### config.mk
export PLATFORM = sky130hd
export DESIGN_NAME = rtc_calendar_core
export DESIGN_NICKNAME = d
export VERILOG_FILES = /design/src/rtl/rtc_calendar_core.sv
export SDC_FILE = /design/constraint.sdc
export NUM_CORES = 1
export LEC_CHECK = 0
export CORE_MARGIN = 10
export CORE_UTILIZATION = 23
export CTS_BUF_LIST = sky130_fd_sc_hd__clkbuf_2
export DETAILED_ROUTE_END_ITERATION = 8
export MAX_ROUTING_LAYER = met4
export RECOVER_POWER = 100
export SLEW_MARGIN = 20
export SYNTH_ARGS = -nofsm -noshare
export SYNTH_HDL_FRONTEND = slang
export SYNTH_SLANG_ARGS = --single-unit
### constraint.sdc
create_clock -name clock -period 3.3 [get_ports clock]
set_input_delay 0.99 -clock clock [delete_from_list [all_inputs] [get_ports clock]]
set_output_delay 0.99 -clock clock [all_outputs]
set_load 0.01 [all_outputs]
### src/rtl/rtc_calendar_core.sv
// Binary RTC/calendar: prescaler, sec..year carry chain with Gregorian leap rule, field load/increment port.
// Optional daily alarm compiled in with RTC_ALARM_EN; without it alarm inputs are ignored and alarm_irq is 0.
module rtc_calendar_core #(
  parameter int TICK_DIV   = 32768,
  parameter int YEAR_W     = 7,
  parameter int RESET_YEAR = 24
) (
  input  logic              clock,
  input  logic              reset,
  input  logic              run,
  input  logic              set_valid,
  output logic              set_ready,
  input  logic [2:0]        set_sel,
  input  logic [7:0]        set_value,
  input  logic              inc_req,
  output logic              set_err,
  output logic [5:0]        sec,
  output logic [5:0]        min,
  output logic [4:0]        hour,
  output logic [4:0]        day,
  output logic [3:0]        month,
  output logic [YEAR_W-1:0] year,
  output logic              sec_pulse,
  input  logic              alarm_en,
  input  logic              alarm_clr,
  output logic              alarm_irq
);

  localparam int PW = $clog2(TICK_DIV);
  localparam logic [PW-1:0] TC = PW'(TICK_DIV - 1);

  logic [PW-1:0]     r_presc, w_nxt_presc;
  logic [5:0]        r_sec, r_min, w_nxt_sec, w_nxt_min;
  logic [4:0]        r_hour, r_day, w_nxt_hour, w_nxt_day;
  logic [3:0]        r_month, w_nxt_month;
  logic [YEAR_W-1:0] r_year, w_nxt_year;
  logic              r_err, w_nxt_err;
  logic              w_tick;
  logic [4:0]        w_dim;
  logic [5:0]        r_amin, w_nxt_amin;
  logic [4:0]        r_ahour, w_nxt_ahour;

  // Only year 100 (2100) is a non-leap multiple of 4 inside the 2000-based range.
  function automatic logic [4:0] f_dim(input logic [3:0] m, input logic [YEAR_W-1:0] y);
    logic leap;
    leap = (y[1:0] == 2'b00) && (32'(y) != 32'd100);
    case (m)
      4'd2:                        f_dim = leap ? 5'd29 : 5'd28;
      4'd4, 4'd6, 4'd9, 4'd11:     f_dim = 5'd30;
      default:                     f_dim = 5'd31;
    endcase
  endfunction

  function automatic logic [4:0] f_clamp(input logic [4:0] d, input logic [4:0] lim);
    f_clamp = (d > lim) ? lim : d;
  endfunction

  assign w_tick    = run && (r_presc == TC);
  assign set_ready = !w_tick;
  assign sec_pulse = w_tick;
  assign w_dim     = f_dim(r_month, r_year);

  always_comb begin
    w_nxt_presc = r_presc;
    w_nxt_sec   = r_sec;
    w_nxt_min   = r_min;
    w_nxt_hour  = r_hour;
    w_nxt_day   = r_day;
    w_nxt_month = r_month;
    w_nxt_year  = r_year;
    w_nxt_err   = 1'b0;
    w_nxt_amin  = r_amin;
    w_nxt_ahour = r_ahour;
    if (w_tick) begin
      w_nxt_presc = '0;
      if (r_sec != 6'd59) w_nxt_sec = r_sec + 6'd1;
      else begin
        w_nxt_sec = '0;
        if (r_min != 6'd59) w_nxt_min = r_min + 6'd1;
        else begin
          w_nxt_min = '0;
          if (r_hour != 5'd23) w_nxt_hour = r_hour + 5'd1;
          else begin
            w_nxt_hour = '0;
            if (r_day != w_dim) w_nxt_day = r_day + 5'd1;
            else begin
              w_nxt_day = 5'd1;
              if (r_month != 4'd12) w_nxt_month = r_month + 4'd1;
              else begin
                w_nxt_month = 4'd1;
                w_nxt_year  = r_year + YEAR_W'(1);
              end
            end
          end
        end
      end
    end else begin
      if (run) w_nxt_presc = r_presc + PW'(1);
      if (set_valid) begin
        case (set_sel)
          3'd0: if (set_value <= 8'd59) begin
                  w_nxt_sec   = set_value[5:0];
                  w_nxt_presc = '0;
                end else w_nxt_err = 1'b1;
          3'd1: if (set_value <= 8'd59) w_nxt_min = set_value[5:0];
                else w_nxt_err = 1'b1;
          3'd2: if (set_value <= 8'd23) w_nxt_hour = set_value[4:0];
                else w_nxt_err = 1'b1;
          3'd3: if (set_value >= 8'd1 && set_value <= {3'b000, w_dim}) w_nxt_day = set_value[4:0];
                else w_nxt_err = 1'b1;
          3'd4: if (set_value >= 8'd1 && set_value <= 8'd12) begin
                  w_nxt_month = set_value[3:0];
                  w_nxt_day   = f_clamp(r_day, f_dim(set_value[3:0], r_year));
                end else w_nxt_err = 1'b1;
          3'd5: begin
                  w_nxt_year = YEAR_W'(set_value);
                  w_nxt_day  = f_clamp(r_day, f_dim(r_month, YEAR_W'(set_value)));
                end
`ifdef RTC_ALARM_EN
          3'd6: if (set_value <= 8'd59) w_nxt_amin = set_value[5:0];
                else w_nxt_err = 1'b1;
          3'd7: if (set_value <= 8'd23) w_nxt_ahour = set_value[4:0];
                else w_nxt_err = 1'b1;
`endif
          default: ;
        endcase
      end else if (inc_req) begin
        // Increments wrap inside the field; no carry, but month/year still re-clamp the day.
        case (set_sel)
          3'd0: w_nxt_sec  = (r_sec  == 6'd59) ? 6'd0 : r_sec  + 6'd1;
          3'd1: w_nxt_min  = (r_min  == 6'd59) ? 6'd0 : r_min  + 6'd1;
          3'd2: w_nxt_hour = (r_hour == 5'd23) ? 5'd0 : r_hour + 5'd1;
          3'd3: w_nxt_day  = (r_day  >= w_dim) ? 5'd1 : r_day  + 5'd1;
          3'd4: begin
                  w_nxt_month = (r_month == 4'd12) ? 4'd1 : r_month + 4'd1;
                  w_nxt_day   = f_clamp(r_day, f_dim(w_nxt_month, r_year));
                end
          3'd5: begin
                  w_nxt_year = r_year + YEAR_W'(1);
                  w_nxt_day  = f_clamp(r_day, f_dim(r_month, w_nxt_year));
                end
`ifdef RTC_ALARM_EN
          3'd6: w_nxt_amin  = (r_amin  == 6'd59) ? 6'd0 : r_amin  + 6'd1;
          3'd7: w_nxt_ahour = (r_ahour == 5'd23) ? 5'd0 : r_ahour + 5'd1;
`endif
          default: ;
        endcase
      end
    end
  end

  always_ff @(posedge clock or posedge reset) begin
    if (reset) begin
      r_presc <= '0;
      r_sec   <= '0;
      r_min   <= '0;
      r_hour  <= '0;
      r_day   <= 5'd1;
      r_month <= 4'd1;
      r_year  <= YEAR_W'(RESET_YEAR);
      r_err   <= 1'b0;
      r_amin  <= '0;
      r_ahour <= '0;
    end else begin
      r_presc <= w_nxt_presc;
      r_sec   <= w_nxt_sec;
      r_min   <= w_nxt_min;
      r_hour  <= w_nxt_hour;
      r_day   <= w_nxt_day;
      r_month <= w_nxt_month;
      r_year  <= w_nxt_year;
      r_err   <= w_nxt_err;
      r_amin  <= w_nxt_amin;
      r_ahour <= w_nxt_ahour;
    end
  end

`ifdef RTC_ALARM_EN
  logic r_irq, w_hit;
  // Matching on the post-update time fires exactly at hh:mm:00.
  assign w_hit = w_tick && alarm_en && (w_nxt_sec == 6'd0) &&
                 (w_nxt_min == r_amin) && (w_nxt_hour == r_ahour);

  always_ff @(posedge clock or posedge reset) begin
    if (reset)          r_irq <= 1'b0;
    else if (w_hit)     r_irq <= 1'b1;
    else if (alarm_clr) r_irq <= 1'b0;
  end
  assign alarm_irq = r_irq;
`else
  logic w_unused_alarm;
  assign w_unused_alarm = &{1'b0, alarm_en, alarm_clr, r_amin, r_ahour};
  assign alarm_irq = 1'b0;
`endif

  assign sec   = r_sec;
  assign min   = r_min;
  assign hour  = r_hour;
  assign day   = r_day;
  assign month = r_month;
  assign year  = r_year;
  assign set_err = r_err;

endmodule

==> impl_metrics.env, run 1 <==
export IMPL_tightest_slew_ns=1.29
export IMPL_antenna_left=0
export IMPL_cts_sinks=49
export IMPL_vias=3589
export IMPL_path_max_fanout=3
export IMPL_final_cell_mix="o21ai_0, nor2_1, dfrtp_1, a21oi_1, dlygate4sd3_1"
export IMPL_outcome="complete, no violations"
export IMPL_grt_pass1_vias=3582
export IMPL_post_dp_hpwl_microns=8710
export IMPL_grt_max_degree=50
export IMPL_synth_cells=438
export IMPL_start_util=0.237
export IMPL_synth_area_per_cell_sq_um=8.28
export IMPL_reg2reg_to="day[0]"
export IMPL_total_power_w=0.00243
export IMPL_clockRootBuffer="clkbuf_2"
export IMPL_syn_nets=479
export IMPL_die_y_microns=146
export IMPL_cts_setup_buffers=0
export IMPL_clock_skew_ns=0.0352
export IMPL_r2r_start="month[0]"
export IMPL_clk_path_buf_depth=2
export IMPL_ir_drop_uv=161
export IMPL_hold_start="min[5]"
export IMPL_required_ns=2.31
export IMPL_rr_worst_depth=13
export IMPL_yosysUniqueCellTypes=63
export IMPL_grt_pass1_wl_microns=18500
export IMPL_reg2reg_slack_ns=0.18
export IMPL_cap_violations=0
export IMPL_path_class="input port to output port"
export IMPL_synth_edff_count=0
export IMPL_power_density_nw_per_um2=528
export IMPL_io_buffer_count=51
export IMPL_core_sq_um=15300
export IMPL_synthArstFlopShare=1.00
export IMPL_gp_congestion=0.880
export IMPL_synth_ff_latch_count=49
export IMPL_slew_headroom=0.141
export IMPL_slew_violations=0
export IMPL_rsz0062_at_grt="true"
export IMPL_drive_gt1_frac=0.120
export IMPL_instances_no_fill=727
export IMPL_drt_wl_total_microns=11300
export IMPL_fmax_mhz=317
export IMPL_rows=45
export IMPL_cts_tree="done"
export IMPL_holdPathEnd="min[5]"
export IMPL_clkTransAtPathRegs_ns=0.26
export IMPL_wl_per_cell_microns=15.5
export IMPL_htree_levels=2
export IMPL_overflow=0
export IMPL_fin_util=0.301
export IMPL_cp_start_kind="input port"
export IMPL_firstDrtPassIters=4
export IMPL_min_period_ns=3.15
export IMPL_remaining_drc_errors=0
export IMPL_area_delta_synth_final_pct=27.0
export IMPL_die_w_microns=146
export IMPL_drt_initial_drc_count=242
export IMPL_viasPerCell=4.94
export IMPL_ys_flop_type="dfrtp_1"
export IMPL_arrival_ns=2.16
export IMPL_hold_class="flop to flop"
export IMPL_hold_viol_final=0
export IMPL_whs_ns=0.564
export IMPL_ys_warn_count=0
export IMPL_antenna_found_initial=1
export IMPL_clk_latency_ns=0.46
export IMPL_layout_commonest_cell="o21ai_0"
export IMPL_fin_nets=555
export IMPL_fill_cells=1667
export IMPL_yosysSeqAreaShare=0.339
export IMPL_die_area_sq_um=21200
export IMPL_boundaryPins=55
export IMPL_power_leakage_nw=1.91
export IMPL_hold_depth=1
export IMPL_synth_area_sq_um=3630
export IMPL_cts_made_buffers=5
export IMPL_grtUsageTotal=0.107
export IMPL_setup_violations=0
export IMPL_post_route_period_util=0.955
export IMPL_dp_cells=718
export IMPL_end_kind="output port"
[worst max-delay path by stage]
| stage | from | endpoint | slack (ns) | depth (start not counted) |
|---|---|---|---|---|
| after global placement | set_value[3] | day[3] | -0.41 | 12 |
| after floorplan | set_value[3] | day[3] | 0.21 | 12 |
| after detailed placement | set_value[2] | day[3] | -0.43 | 10 |
| after CTS | run | set_ready | 0.03 | 5 |
| after global routing | month[1] | day[4] | -0.01 | 14 |
| final | run | sec_pulse | 0.15 | 6 |
[logic make-up after synthesis]
group,after synthesis,share of synthesized area
buffers and inverters,38,0.0445
XOR/XNOR,12,0.0290
AND/OR/NAND/NOR,157,0.228
AO/OA/AOI/OAI,149,0.252
adder cells (fa/ha/maj),23,0.0793
other,1,0.00103
flip-flops,49,0.339
multiplexers,9,0.0266
[flip-flops by register name (all words and copies together), names as in the netlist]
register  count
r_presc      15
year          7
min           6
sec           6
day           5
hour          5
month         4
set_err       1
[critical path, stage by stage]
cell and delay [ns]:
dlygate4sd2_1 0.27, nand4_4 0.11, nor3_4 0.21, nand3_1 0.21, inv_2 0.10, dlygate4sd2_1 0.27
[cells in the mapped netlist (all sizes together), types with 2 or more instances]
cell type | instances | share of area
o21ai | 53 | 0.073
nor3b | 3 | 0.0062
o211ai | 2 | 0.0041
o22ai | 6 | 0.010
nor2 | 45 | 0.047
nand4b | 2 | 0.0048
nor4 | 2 | 0.0034
xor2 | 4 | 0.0097
mux2 | 5 | 0.016
mux2i | 4 | 0.011
a21oi | 45 | 0.068
o22a | 3 | 0.0072
o311ai | 2 | 0.0048
dfstp | 4 | 0.029
a22oi | 2 | 0.0041
nand2 | 25 | 0.027
o2111ai | 3 | 0.0072
ha | 23 | 0.079
buf | 7 | 0.012
or3 | 2 | 0.0034
o31a | 4 | 0.0097
nand3 | 29 | 0.043
nand4 | 5 | 0.013
a31oi | 11 | 0.021
xnor2 | 8 | 0.019
dfrtp | 45 | 0.31
nor3 | 9 | 0.016
a22o | 3 | 0.0072
nor2b | 11 | 0.019
nand2b | 9 | 0.016
and3 | 8 | 0.014
o31ai | 5 | 0.010
clkbuf | 12 | 0.012
inv | 19 | 0.020
[what timing repair did]
item / 4_1_cts / 5_1_grt
resized for setup: 2 / 4
endpoints found under the setup margin: 2 / 10
pin swaps: 1 / 0
hold buffers: 0 / 0
[power by group]
part	switching (W)	total [W]	internal [W]
clock	0.000227	0.000290	0.0000623
sequential	0.000229	0.00100	0.000773
combinational	0.000587	0.00114	0.000552
[metal layers]
metal	part of all wire	vias up	GRT usage
li1	-	1750	-
met1	0.48	1755	0.141
met5	0	-	-
met3	0.046	7	0.0158
met2	0.46	77	0.165
met4	0.011	0	0.0319
[through the flow]
| step | area (sq um) | TNS, ns | setup WS (ns) |
|---|---|---|---|
| floorplan | 3630 | 0 | 0.213 |
| detailed placement | 4610 | -2.37 | -0.429 |
| finish | 4610 | 0 | 0.147 |
| CTS | 4660 | 0 | 0.0326 |
| global placement | 4610 | -2.25 | -0.410 |
| global route | 4610 | -0.0137 | -0.0137 |
[cell type report]
cell class / instances / area (sq um) / area share
antenna: 1 / 2.50 / 0.000543
clock buffer: 5 / 25.0 / 0.00543
inverter: 19 / 71.3 / 0.0155
timing repair buffer: 88 / 761 / 0.165
clock inverter: 3 / 26.3 / 0.00570
tap: 211 / 264 / 0.0573
multi-input combinational: 351 / 2230 / 0.483
sequential: 49 / 1230 / 0.267
No activity file was read; power rests on OpenSTA's default activity.
==> inputs of run 2 (changes only) <==
- GPL_TIMING_DRIVEN: not set -> 0
==> impl_metrics.env, run 2 (synthesis results as in run 1) <==
export IMPL_grt_pass1_wl_microns=18100
export IMPL_slew_headroom=0.439
export IMPL_viasPerCell=5.01
export IMPL_hold_start="min[5]"
export IMPL_fmax_mhz=312
export IMPL_core_sq_um=15300
export IMPL_start_util=0.237
export IMPL_clkTransAtPathRegs_ns=0.26
export IMPL_ir_drop_uv=179
export IMPL_outcome="complete, no violations"
export IMPL_min_period_ns=3.20
export IMPL_clk_path_buf_depth=2
export IMPL_htree_levels=2
export IMPL_clk_latency_ns=0.43
export IMPL_pre_cts_ws_ns=-1.06
export IMPL_firstDrtPassIters=7
export IMPL_r2r_start="month[0]"
export IMPL_cts_tree="done"
export IMPL_path_cells="clkdlybuf4s15_2 -> nand4_4 -> nor3_4 -> nand3_4 -> inv_2 -> buf_4 -> buf_2"
export IMPL_drt_initial_drc_count=289
export IMPL_antenna_left=0
export IMPL_cts_made_buffers=5
export IMPL_end_kind="output port"
export IMPL_die_area_sq_um=21200
export IMPL_layout_commonest_cell="o21ai_0"
export IMPL_grtUsageTotal=0.104
export IMPL_antenna_found_initial=2
export IMPL_crit_path_top_delay_cell="clkdlybuf4s15_2"
export IMPL_post_dp_hpwl_microns=8520
export IMPL_clockRootBuffer="clkbuf_2"
export IMPL_hold_depth=1
export IMPL_holdPathEnd="min[5]"
export IMPL_setup_violations=0
export IMPL_area_delta_synth_final_pct=28.7
export IMPL_whs_ns=0.559
export IMPL_path_class="input port to output port"
export IMPL_wl_per_cell_microns=15.7
export IMPL_tightest_slew_ns=0.841
export IMPL_fin_util=0.305
export IMPL_hold_viol_final=0
export IMPL_hold_class="flop to flop"
export IMPL_cts_sinks=49
export IMPL_fin_nets=544
export IMPL_reg2reg_slack_ns=0.16
export IMPL_path_delay_family="buffers and inverters"
export IMPL_arrival_ns=2.21
export IMPL_gp_congestion=0.933
export IMPL_slew_violations=0
export IMPL_boundaryPins=55
export IMPL_final_cell_mix="o21ai_0, nor2_1, dfrtp_1, a21oi_1, dlygate4sd3_1"
export IMPL_power_leakage_nw=1.91
export IMPL_vias=3590
export IMPL_die_y_microns=146
export IMPL_top_register="r_presc"
export IMPL_grt_max_degree=29
export IMPL_rows=45
export IMPL_largest_reg_flops=15
export IMPL_cp_start_kind="input port"
export IMPL_path_buf_inv=4
export IMPL_worst_slack_ns=0.0980
export IMPL_reg2reg_to="day[0]"
export IMPL_grt_pass1_vias=3450
export IMPL_io_buffer_count=50
export IMPL_drive_gt1_frac=0.115
export IMPL_path_max_fanout=10
export IMPL_power_density_nw_per_um2=553
export IMPL_post_route_period_util=0.970
export IMPL_drt_wl_total_microns=11300
export IMPL_remaining_drc_errors=0
export IMPL_die_w_microns=146
export IMPL_fill_cells=1643
export IMPL_overflow=0
export IMPL_slowest_delay_ns=0.26
export IMPL_clock_skew_ns=0.0195
export IMPL_cap_violations=0
export IMPL_rr_worst_depth=13
export IMPL_required_ns=2.31
## run 2: cell count changes in the layout (fill, tap and decap cells not counted), sizes merged
cell           previous run  this run
buf                      29        17
clkdlybuf4s50            18        11
clkbuf                   13        16
dlygate4sd3              30        33
bufinv                    0         2
dlymetal6s2s              1         3
inv                      21        19
clkdlybuf4s15             0         1
diode                     1         2
dlygate4sd2               2         1
## run 2: power breakdown
part	total, W	switching (W)	internal (W)	leakage, nW
clock	0.000407	0.000205	0.000202	0.0530
combinational	0.00118	0.000615	0.000562	1.25
sequential	0.000998	0.000229	0.000769	0.603
total	0.00258	0.00105	0.00153	1.91
## run 2: what timing repair did
action / CTS / global route
endpoints found under the hold margin: 0 / 0
pin swaps: 1 / 2
resized for setup: 15 / 25
hold buffers: 0 / 0
endpoints found under the setup margin: 7 / 7
setup buffers: 4 / 4
## run 2: how the worst max path moves through the flow
stage | start | end | cells after the start
4_1_cts | set_value[3] | day[4] | 13
2_1_floorplan | set_value[3] | day[3] | 12
3_5_place_dp | run | sec_pulse | 7
5_1_grt | month[1] | day[0] | 13
3_3_place_gp | run | sec_pulse | 7
6_report | run | sec_pulse | 7
## run 2: final cells by class
type	instances	area (sq um)	share of cell area
Inverter	19	71.3	0.0153
Multi-Input combinational cell	351	2320	0.498
Tap cell	211	264	0.0566
Clock buffer	5	25.0	0.00536
Clock inverter	3	65.1	0.0139
Timing Repair Buffer	59	581	0.124
Sequential cell	49	1230	0.264
Buffer	18	101	0.0217
Antenna cell	2	5.00	0.00107
## run 2: worst register-to-register path, delay by kind of cell (launching register included)
kind                       cells  cell delay [ns]
AOI/OAI and AO/OA              8             1.51
DFF                            1             0.59
adders and majority gates      2             0.50
and+or+nand+nor                2             0.34
buffers and inverters          1             0.13
## run 2: routing by layer
metal  GRT usage  vias to the layer above  share of wire
met3      0.0155                       13          0.054
met1       0.141                     1714           0.48
met2       0.158                      118           0.46
met4      0.0303                        0          0.012
li1            -                     1745              -
met5           -                        -              0
## run 2: per-stage QoR
step                cell area (sq um)  power [W]  TNS, ns  instances
global placement                 4390    0.00213   -12.69        699
CTS                              4550    0.00258        0        712
finish                           4670    0.00258        0        717
global route                     4670    0.00280  -0.0223        717
detailed placement               4420    0.00216   -10.25        700
floorplan                        3630    0.00165        0        438
==> inputs of run 3 (changes only) <==
- CAP_MARGIN: not set -> 20
- SETUP_SLACK_MARGIN: not set -> 0.02
==> impl_metrics.env, run 3 (synthesis results as in run 1) <==
export IMPL_firstDrtPassIters=5
export IMPL_io_buffer_count=50
export IMPL_power_leakage_nw=1.91
export IMPL_fin_nets=543
export IMPL_grt_max_degree=29
export IMPL_slew_headroom=0.428
export IMPL_boundaryPins=55
export IMPL_ir_drop_uv=179
export IMPL_die_area_sq_um=21200
export IMPL_met3_usage=0.0155
export IMPL_path_max_fanout=10
export IMPL_path_class="input port to output port"
export IMPL_crit_path_top_delay_cell="clkdlybuf4s15_2"
export IMPL_hold_viol_final=0
export IMPL_dpl_instance_area_sq_um=4420
export IMPL_cp_start_kind="input port"
export IMPL_cts_sinks=49
export IMPL_required_ns=2.31
export IMPL_clockRootBuffer="clkbuf_2"
export IMPL_clk_latency_ns=0.44
export IMPL_remaining_drc_errors=0
export IMPL_drt_initial_drc_count=343
export IMPL_cpMostUsedCell="buf_4"
export IMPL_postCtsHoldBufs=0
export IMPL_end_kind="output port"
export IMPL_hold_class="flop to flop"
export IMPL_fill_cells=1641
export IMPL_die_y_microns=146
export IMPL_core_sq_um=15300
export IMPL_p_int_w=0.00153
export IMPL_gp_congestion=0.933
export IMPL_dp_cells=700
export IMPL_grt_pass1_vias=3452
export IMPL_fmax_mhz=314
export IMPL_grt_util_met2=0.158
export IMPL_pwr_share_seq=0.386
export IMPL_antenna_found_initial=2
export IMPL_rows=45
export IMPL_tightest_slew_ns=0.857
export IMPL_path_buf_inv=4
export IMPL_grtUsageTotal=0.104
export IMPL_p_sw_frac=0.407
export IMPL_arrival_ns=2.19
export IMPL_drive_gt1_frac=0.117
export IMPL_viasPerCell=4.97
export IMPL_largest_reg_flops=15
export IMPL_reg2reg_slack_ns=0.18
export IMPL_post_route_period_util=0.964
export IMPL_post_dp_hpwl_microns=8520
export IMPL_clock_skew_ns=0.0210
export IMPL_vias=3559
export IMPL_die_w_microns=146
export IMPL_path_delay_family="buffers and inverters"
export IMPL_clk_path_buf_depth=2
export IMPL_switchingPower_w=0.00105
export IMPL_slew_violations=0
export IMPL_wl_per_cell_microns=15.7
export IMPL_overflow=0
export IMPL_clkTransAtPathRegs_ns=0.26
export IMPL_p_comb_frac=0.455
export IMPL_slowest_delay_ns=0.26
export IMPL_htree_levels=2
export IMPL_p_clk_frac=0.159
export IMPL_grt_pass1_wl_microns=18100
export IMPL_start_util=0.237
export IMPL_instances_no_fill=716
export IMPL_path_cells="clkdlybuf4s15_2 -> nand4_4 -> nor3_4 -> nand3_4 -> inv_2 -> buf_4 -> buf_4"
export IMPL_cap_violations=0
export IMPL_top_usage_layer="met2"
export IMPL_area_delta_synth_final_pct=28.3
export IMPL_final_cell_mix="nor2_1, o21ai_0, dfrtp_1, a21oi_1, dlygate4sd3_1"
export IMPL_cts_tree="done"
export IMPL_top_register="r_presc"
export IMPL_power_density_nw_per_um2=554
export IMPL_drt_wl_total_microns=11300
export IMPL_fin_area_sq_um=4660
export IMPL_cts_made_buffers=5
export IMPL_min_period_ns=3.18
export IMPL_antenna_left=0
export IMPL_outcome="complete, no violations"
export IMPL_grt_use_met1=0.141
export IMPL_setup_violations=0
run 3: final timing paths:
check	start	end	cells after the start
min in group asynchronous	reset	r_presc[10]	2
worst max register to register	month[0]	day[0]	13
worst max-delay path	run	sec_pulse	7
worst min-delay path	min[5]	min[5]	1
max in group asynchronous	reset	month[1]	3
worst min register to register	min[5]	min[5]	1
run 3: power groups by stage:
stage | logic (W) | clock network (W) | registers [W]
finish | 0.00117 | 0.000409 | 0.000997
global placement | 0.00112 | 0 | 0.00101
floorplan | 0.000635 | 0 | 0.00102
global route | 0.00131 | 0.000450 | 0.00103
CTS | 0.00116 | 0.000422 | 0.00100
detailed placement | 0.00114 | 0 | 0.00102
run 3: cell type report:
class                   count  area (sq um)  area share
plain buffers              18           106      0.0228
clock inverters             3          65.1      0.0140
clock buffers               5          25.0     0.00537
flip-flops and latches     49          1230       0.265
well taps                 211           264      0.0567
multi-input cells         351          2320       0.499
diodes                      2          5.00     0.00107
repair buffers             58           563       0.121
inverters                  19          71.3      0.0153
run 3: routing by layer:
layer / vias to the layer above / share of wire
met4: 0 / 0.011
met1: 1707 / 0.49
met2: 108 / 0.45
li1: 1730 / -
met3: 14 / 0.047
met5: - / 0
run 3: metrics by stage:
step                TNS (ns)  setup slack, ns  hold WS (ns)  total power, W  utilization
finish                     0            0.117         0.560         0.00258        0.304
global route         -0.0204          -0.0204         0.594         0.00280        0.304
CTS                        0           0.0270         0.569         0.00258        0.297
detailed placement    -10.25            -1.06         0.514         0.00216        0.289
global placement      -12.69            -1.03         0.510         0.00213        0.287
floorplan                  0            0.213         0.497         0.00165            -
run 3: what timing repair did:
item	4_1_cts	5_1_grt
pin swaps	1	2
buffers inserted	4	3
resized for setup	16	25
endpoints found under the setup margin	7	7
cloned	0	0
